===== src/rtl/interleaver_pkg.sv =====
// ============================================================================
// Module  : interleaver_pkg
// Brief   : Shared widths and the column-major to row-major index permutation
//           used by the interleaver chain.
// Rev     : 1.0 - initial release
// ============================================================================
`default_nettype none

package interleaver_pkg;

    localparam int C_SYM_W  = 12;
    localparam int C_ADDR_W = 12;

    // Column-major read index j -> row-major address in a ROWS x COLS block.
    function automatic logic [C_ADDR_W-1:0] perm(
        input logic [C_ADDR_W-1:0] j,
        input int                  rows,
        input int                  cols
    );
        int ji;
        ji = int'(j);
        return C_ADDR_W'((ji % rows) * cols + ji / rows);
    endfunction

endpackage

`default_nettype wire


===== src/rtl/interleaver_ram.sv =====
// ============================================================================
// Module  : interleave_ram
// Brief   : Simple dual-port symbol RAM, synchronous write, registered read.
// Rev     : 1.0 - initial release
// ============================================================================
`default_nettype none

module interleave_ram
    import interleaver_pkg::*;
#(
    parameter int DEPTH = 128,
    localparam int AW   = $clog2(DEPTH)
) (
    input  logic               clk,
    input  logic               we,
    input  logic [AW-1:0]      wr_addr,
    input  logic [C_SYM_W-1:0] wr_data,
    input  logic [AW-1:0]      rd_addr,
    output logic [C_SYM_W-1:0] rd_data
);

    logic [C_SYM_W-1:0] r_mem [DEPTH];

    // No reset on the array: stale contents are masked by the owner's
    // validity flags.
    always_ff @(posedge clk) begin
        if (we) begin
            r_mem[wr_addr] <= wr_data;
        end
        rd_data <= r_mem[rd_addr];
    end

endmodule

`default_nettype wire


===== src/rtl/interleaver.sv =====
// ============================================================================
// Module  : interleaver
// Brief   : Self-checking source -> ping-pong block interleaver -> burst error
//           channel -> deinterleaver -> sequence checker demo chain.
// Rev     : 1.0 - initial release
// ============================================================================
`default_nettype none

module interleaver
    import interleaver_pkg::*;
#(
    parameter int              ROWS      = 8,
    parameter int              COLS      = 8,
    parameter int              ERR_START = 0,
    parameter int              ERR_LEN   = 0,
    parameter logic [C_SYM_W-1:0] ERR_MASK = 12'h001
) (
    input  logic                clk,
    input  logic                rst_n,
    output logic [C_SYM_W-1:0]  seq_out,
    output logic [C_ADDR_W-1:0] encode_wr_addr,
    output logic [C_ADDR_W-1:0] encode_rd_addr,
    output logic [C_SYM_W-1:0]  encode_out,
    output logic [C_SYM_W-1:0]  error_out,
    output logic [C_ADDR_W-1:0] decode_wr_addr,
    output logic [C_ADDR_W-1:0] decode_rd_addr,
    output logic [C_SYM_W-1:0]  decode_out,
    output logic                check_out
);

    localparam int C_N     = ROWS * COLS;
    localparam int C_LOG_N = $clog2(C_N);

    localparam logic [C_ADDR_W-1:0] C_N_A     = C_ADDR_W'(C_N);
    localparam logic [C_ADDR_W-1:0] C_K_MASK  = C_ADDR_W'(C_N - 1);
    localparam logic [C_ADDR_W-1:0] C_DEC_OFS = C_ADDR_W'(C_N + 2);
    localparam logic [C_SYM_W-1:0]  C_E2E_LAT = C_SYM_W'(2 * C_N + 3);
    localparam logic [C_SYM_W-1:0]  C_ONE     = C_SYM_W'(1);

    logic [C_SYM_W-1:0]  r_cnt;
    logic                r_enc_valid;
    logic                r_dec_run;
    logic                r_dec_valid;
    logic [C_SYM_W-1:0]  r_err;

    logic [C_ADDR_W-1:0] w_k;
    logic                w_bank;
    logic [C_ADDR_W-1:0] w_pos;
    logic                w_hit;
    logic [C_ADDR_W-1:0] w_dcnt;
    logic [C_ADDR_W-1:0] w_e;
    logic                w_dbank;
    logic [C_SYM_W-1:0]  w_enc_q;
    logic [C_SYM_W-1:0]  w_dec_q;

    // Encoder addressing: banks are a power of two, so OR equals add.
    assign w_k            = r_cnt & C_K_MASK;
    assign w_bank         = r_cnt[C_LOG_N];
    assign seq_out        = r_cnt;
    assign encode_wr_addr = (w_bank ? C_N_A : '0) | w_k;
    assign encode_rd_addr = (w_bank ? '0 : C_N_A) | perm(w_k, ROWS, COLS);
    assign encode_out     = r_enc_valid ? w_enc_q : '0;

    // encode_out in this cycle carries channel position cnt-N-1 == cnt-1 mod N.
    assign w_pos = (r_cnt - C_ONE) & C_K_MASK;
    assign w_hit = r_enc_valid && (int'(w_pos) >= ERR_START)
                               && (int'(w_pos) < ERR_START + ERR_LEN);
    assign error_out = r_err;

    assign w_dcnt         = r_dec_run ? (r_cnt - C_DEC_OFS) : '0;
    assign w_e            = w_dcnt & C_K_MASK;
    assign w_dbank        = w_dcnt[C_LOG_N];
    assign decode_wr_addr = (w_dbank ? C_N_A : '0) | perm(w_e, ROWS, COLS);
    assign decode_rd_addr = (w_dbank ? '0 : C_N_A) | w_e;
    assign decode_out     = r_dec_valid ? w_dec_q : '0;

    assign check_out = !r_dec_valid || (decode_out == (r_cnt - C_E2E_LAT));

    // Validity flags are sticky so the 12-bit wrap never re-gates the chain.
    always_ff @(posedge clk) begin
        if (!rst_n) begin
            r_cnt       <= '0;
            r_enc_valid <= 1'b0;
            r_dec_run   <= 1'b0;
            r_dec_valid <= 1'b0;
            r_err       <= '0;
        end else begin
            r_cnt       <= r_cnt + C_ONE;
            r_enc_valid <= r_enc_valid | (r_cnt >= C_N_A);
            r_dec_run   <= r_dec_run | (r_cnt == C_N_A + C_ONE);
            r_dec_valid <= r_dec_valid | (r_dec_run && (w_dcnt >= C_N_A));
            r_err       <= w_hit ? (encode_out ^ ERR_MASK) : encode_out;
        end
    end

    interleave_ram #(.DEPTH(2 * C_N)) u_enc_ram (
        .clk     (clk),
        .we      (1'b1),
        .wr_addr (encode_wr_addr[C_LOG_N:0]),
        .wr_data (seq_out),
        .rd_addr (encode_rd_addr[C_LOG_N:0]),
        .rd_data (w_enc_q)
    );

    interleave_ram #(.DEPTH(2 * C_N)) u_dec_ram (
        .clk     (clk),
        .we      (r_dec_run),
        .wr_addr (decode_wr_addr[C_LOG_N:0]),
        .wr_data (r_err),
        .rd_addr (decode_rd_addr[C_LOG_N:0]),
        .rd_data (w_dec_q)
    );

endmodule

`default_nettype wire


===== config.mk =====
export PLATFORM = sky130hd
export DESIGN_NAME = interleaver
export DESIGN_NICKNAME = d
export VERILOG_FILES = /design/src/rtl/interleaver_pkg.sv /design/src/rtl/interleaver_ram.sv /design/src/rtl/interleaver.sv
export SDC_FILE = /design/constraint.sdc
export NUM_CORES = 2
export LEC_CHECK = 0
export ABC_AREA = 1
export CORE_MARGIN = 5
export CORE_UTILIZATION = 55
export DETAILED_ROUTE_END_ITERATION = 6
export HOLD_SLACK_MARGIN = 0.12
export MAX_ROUTING_LAYER = met4
export PLACE_DENSITY_LB_ADDON = 0.2
export SYNTH_ARGS = -nofsm -noshare
export SYNTH_HDL_FRONTEND = slang
export SYNTH_SLANG_ARGS = --single-unit

===== constraint.sdc =====
create_clock -name clk -period 12.3 [get_ports clk]
set_clock_uncertainty 0.2 [all_clocks]
set_input_delay 2.46 -clock clk [delete_from_list [all_inputs] [get_ports clk]]
set_output_delay 2.46 -clock clk [all_outputs]
set_load 0.005 [all_outputs]

==> results.sh <==
export IMPL_synth_ff_type="edfxtp_1"
export IMPL_endpoint_kind="output port"
export IMPL_die_y_um=494
export IMPL_wire_per_inst_um=23.9
export IMPL_p_int_mw=17.2
export IMPL_p_switching_mw=4.22
export IMPL_numCtsBuffers=330
export IMPL_pre_cts_ws_ns=5.85
export IMPL_p_leak_nw=53.5
export IMPL_fin_crit_ns=7.48
export IMPL_synth_top_cell_by_area="edfxtp_1"
export IMPL_final_antenna_net_count=0
export IMPL_worst_pin_slew_ns=1.43
export IMPL_fin_util_pct=61.1
export IMPL_cts_sinks=3123
export IMPL_pin_count=99
export IMPL_start_util_pct=55.3
export IMPL_grt_pass1_vias=81934
export IMPL_final_max_slew_viol_count=0
export IMPL_peakVddDrop_v=0.000162
export IMPL_grt_max_degree=197
export IMPL_clk_pin_slew_ns=0.06
export IMPL_firstDrtPassIters=7
export IMPL_postSynthCellCount=11662
export IMPL_io_buffers=78
export IMPL_worst_slack_ns=4.82
export IMPL_min_period_over_period_pct=60.8
export IMPL_antenna_found_initial=5
export IMPL_drc_errors=1
export IMPL_post_cts_buffers=0
export IMPL_cts_resized=0
export IMPL_drive_gt1_share_pct=6.09
export IMPL_die_area_mm2=0.244
export IMPL_rsz0062_at_grt="false"
export IMPL_worstSetupPathType="register to output port"
export IMPL_drt_total_wl_um=358000
export IMPL_area_growth_pct=10.6
export IMPL_ys_seq_elements=3123
export IMPL_path_max_fanout=30
export IMPL_fin_nets=11614
export IMPL_min_delay_path_depth=2
export IMPL_p_per_area_mw_per_mm2=150
export IMPL_ys_async_sr_fraction_pct=0
export IMPL_cts_root_buf="clkbuf_16"
export IMPL_clockPowerShare_pct=44.4
export IMPL_synth_top_area_share_pct=71.7
export IMPL_finalSetupViolCount=0
export IMPL_final_hold_viol_count=0
export IMPL_synth_most_common_cell="nand2_1"
export IMPL_maxCapViolCount=0
export IMPL_cts_htree_levels=5
export IMPL_rows=177
export IMPL_cts_buffer_depth=4
export IMPL_min_path_type="register to register"
export IMPL_cp_arrival_ns=4.82
export IMPL_synth_edf_count=3072
export IMPL_clkLatencyLatePin_ns=0.95
export IMPL_switching_share_pct=19.7
export IMPL_yosys_warnings=0
export IMPL_syn_area_per_cell_um2=11.0
export IMPL_critPathLaunchType="register"
export IMPL_fin_tns_setup_ns=0
export IMPL_postCtsHoldBufs=0
export IMPL_synthTopCellsByArea="edfxtp_1 72%, nand2_1 16%, nand3_1 5.4%"
export IMPL_synth_cell_type_count=34
export IMPL_ys_seq_area_share_pct=72.5
export IMPL_grt_use_total_pct=29.7
export IMPL_grt_pass1_wl_um=530000
export IMPL_tritoncts="yes"
export IMPL_place_gp_congestion=0.959
export IMPL_die_w_um=494
export IMPL_p_seq_share_pct=54.1
export IMPL_ff2ff_path_depth=9
export IMPL_grt_overflow_total=0
export IMPL_dp_hpwl_um=199000
export IMPL_netlist_area_mm2=0.129
export IMPL_p_comb_share_pct=1.5
export IMPL_outcome="complete, but fails checks"
export IMPL_max_slew_margin_pct=4.17
export IMPL_required_ns=9.64
export IMPL_design_core_area_mm2=0.233
export IMPL_viasPerCell=5.81
export IMPL_first_iter_violations=11135
export IMPL_routed_via_count=87023
export IMPL_fmax_mhz=134
export IMPL_failed_checks="DRC"
export IMPL_holdWs_ns=0.283
export IMPL_ys_top_cells_by_count="5557 x nand2_1, 3072 x edfxtp_1, 1375 x nand3_1"
power by group through the flow:
stage          clock network (mW)  logic [mW]  registers [mW]
5_1_grt                      10.0       0.336            11.6
3_5_place_dp                    0       0.312            11.8
2_1_floorplan                   0       0.154            11.8
3_3_place_gp                    0       0.311            11.8
6_report                     9.48       0.322            11.6
4_1_cts                      9.57       0.313            11.6
final timing paths:
| kind | end | slack [ns] | start |
|---|---|---|---|
| worst min-delay path | error_out[7] | 0.28 | u_enc_ram.rd_data[7] |
| worst min register to register | error_out[7] | 0.28 | u_enc_ram.rd_data[7] |
| worst max-delay path | check_out | 4.82 | seq_out[2] |
| worst max register to register | u_dec_ram.r_mem[119][7] | 6.42 | seq_out[1] |
per-stage QoR:
stage	power [mW]	cells	instance area, µm²
4_1_cts	21.5	14970	142000
6_report	21.4	14975	142000
5_1_grt	21.9	14972	142000
2_1_floorplan	12.0	11681	129000
3_3_place_gp	12.1	14405	132000
3_5_place_dp	12.1	14405	132000
final cells by class:
cell class,count,area (µm²)
diodes,5,12.5
clock buffers,422,8740
clock inverters,143,1350
fillers,18152,90500
inverters,128,526
multi-input cells,7712,31600
flip-flops and latches,3123,93400
well taps,3132,3920
repair buffers,310,2740
worst max-delay path: stages, from the launching register on:
cell,delay [ns]
dfxtp_4,0.38
inv_1,0.83
ha_1,0.36
nand2_2,0.48
nand2_1,0.27
xor2_1,0.21
o21ai_0,0.11
nor2_1,0.12
nand2_1,0.08
nor2_1,0.10
nand4_1,0.10
nand2_1,0.27
clkdlybuf4s50_1,0.58
cells by family after synthesis:
family                     synth area share, %
AOI/OAI and AO/OA                        0.493
DFF                                       72.5
buffers and inverters                     3.00
adders and majority gates               0.0681
and+or+nand+nor                           23.8
other                                  0.00292
xor gates and xnor gates                0.0749
sequential cells by signal (all words and copies together), names as in the netlist:
signal / flops
u_dec_ram.rd_data: 12
r_dec_valid: 1
u_dec_ram.r_mem: 1536
error_out: 12
r_dec_run: 1
u_enc_ram.rd_data: 12
u_enc_ram.r_mem: 1536
r_enc_valid: 1
seq_out: 12
cell usage in the layout (no fill, tap or decap), drive strengths merged, types with 10 or more instances in the layout:
| master | netlist | routed |
|---|---|---|
| nand2 | 5560 | 5560 |
| edfxtp | 3072 | 3072 |
| nand3 | 1380 | 1380 |
| clkbuf | 175 | 422 |
| nor2 | 410 | 410 |
| buf | 543 | 232 |
| nand4 | 183 | 183 |
| inv | 127 | 131 |
| clkinv | 1 | 111 |
| a21oi | 87 | 87 |
| clkdlybuf4s50 | 0 | 78 |
| dfxtp | 51 | 51 |
| o21ai | 35 | 35 |
| bufinv | 0 | 26 |
| conb | 1 | 20 |
| xor2 | 10 | 10 |
per-layer routing:
layer	global-route usage (%)	up-vias	part of all wire [%]
li1	-	39424	-
met1	39.4	42187	39
met2	45.5	4569	47
met3	4.72	843	9.2
met4	14.2	0	5.6
met5	-	-	0
Note: power is estimated with default switching activity, not from simulation.
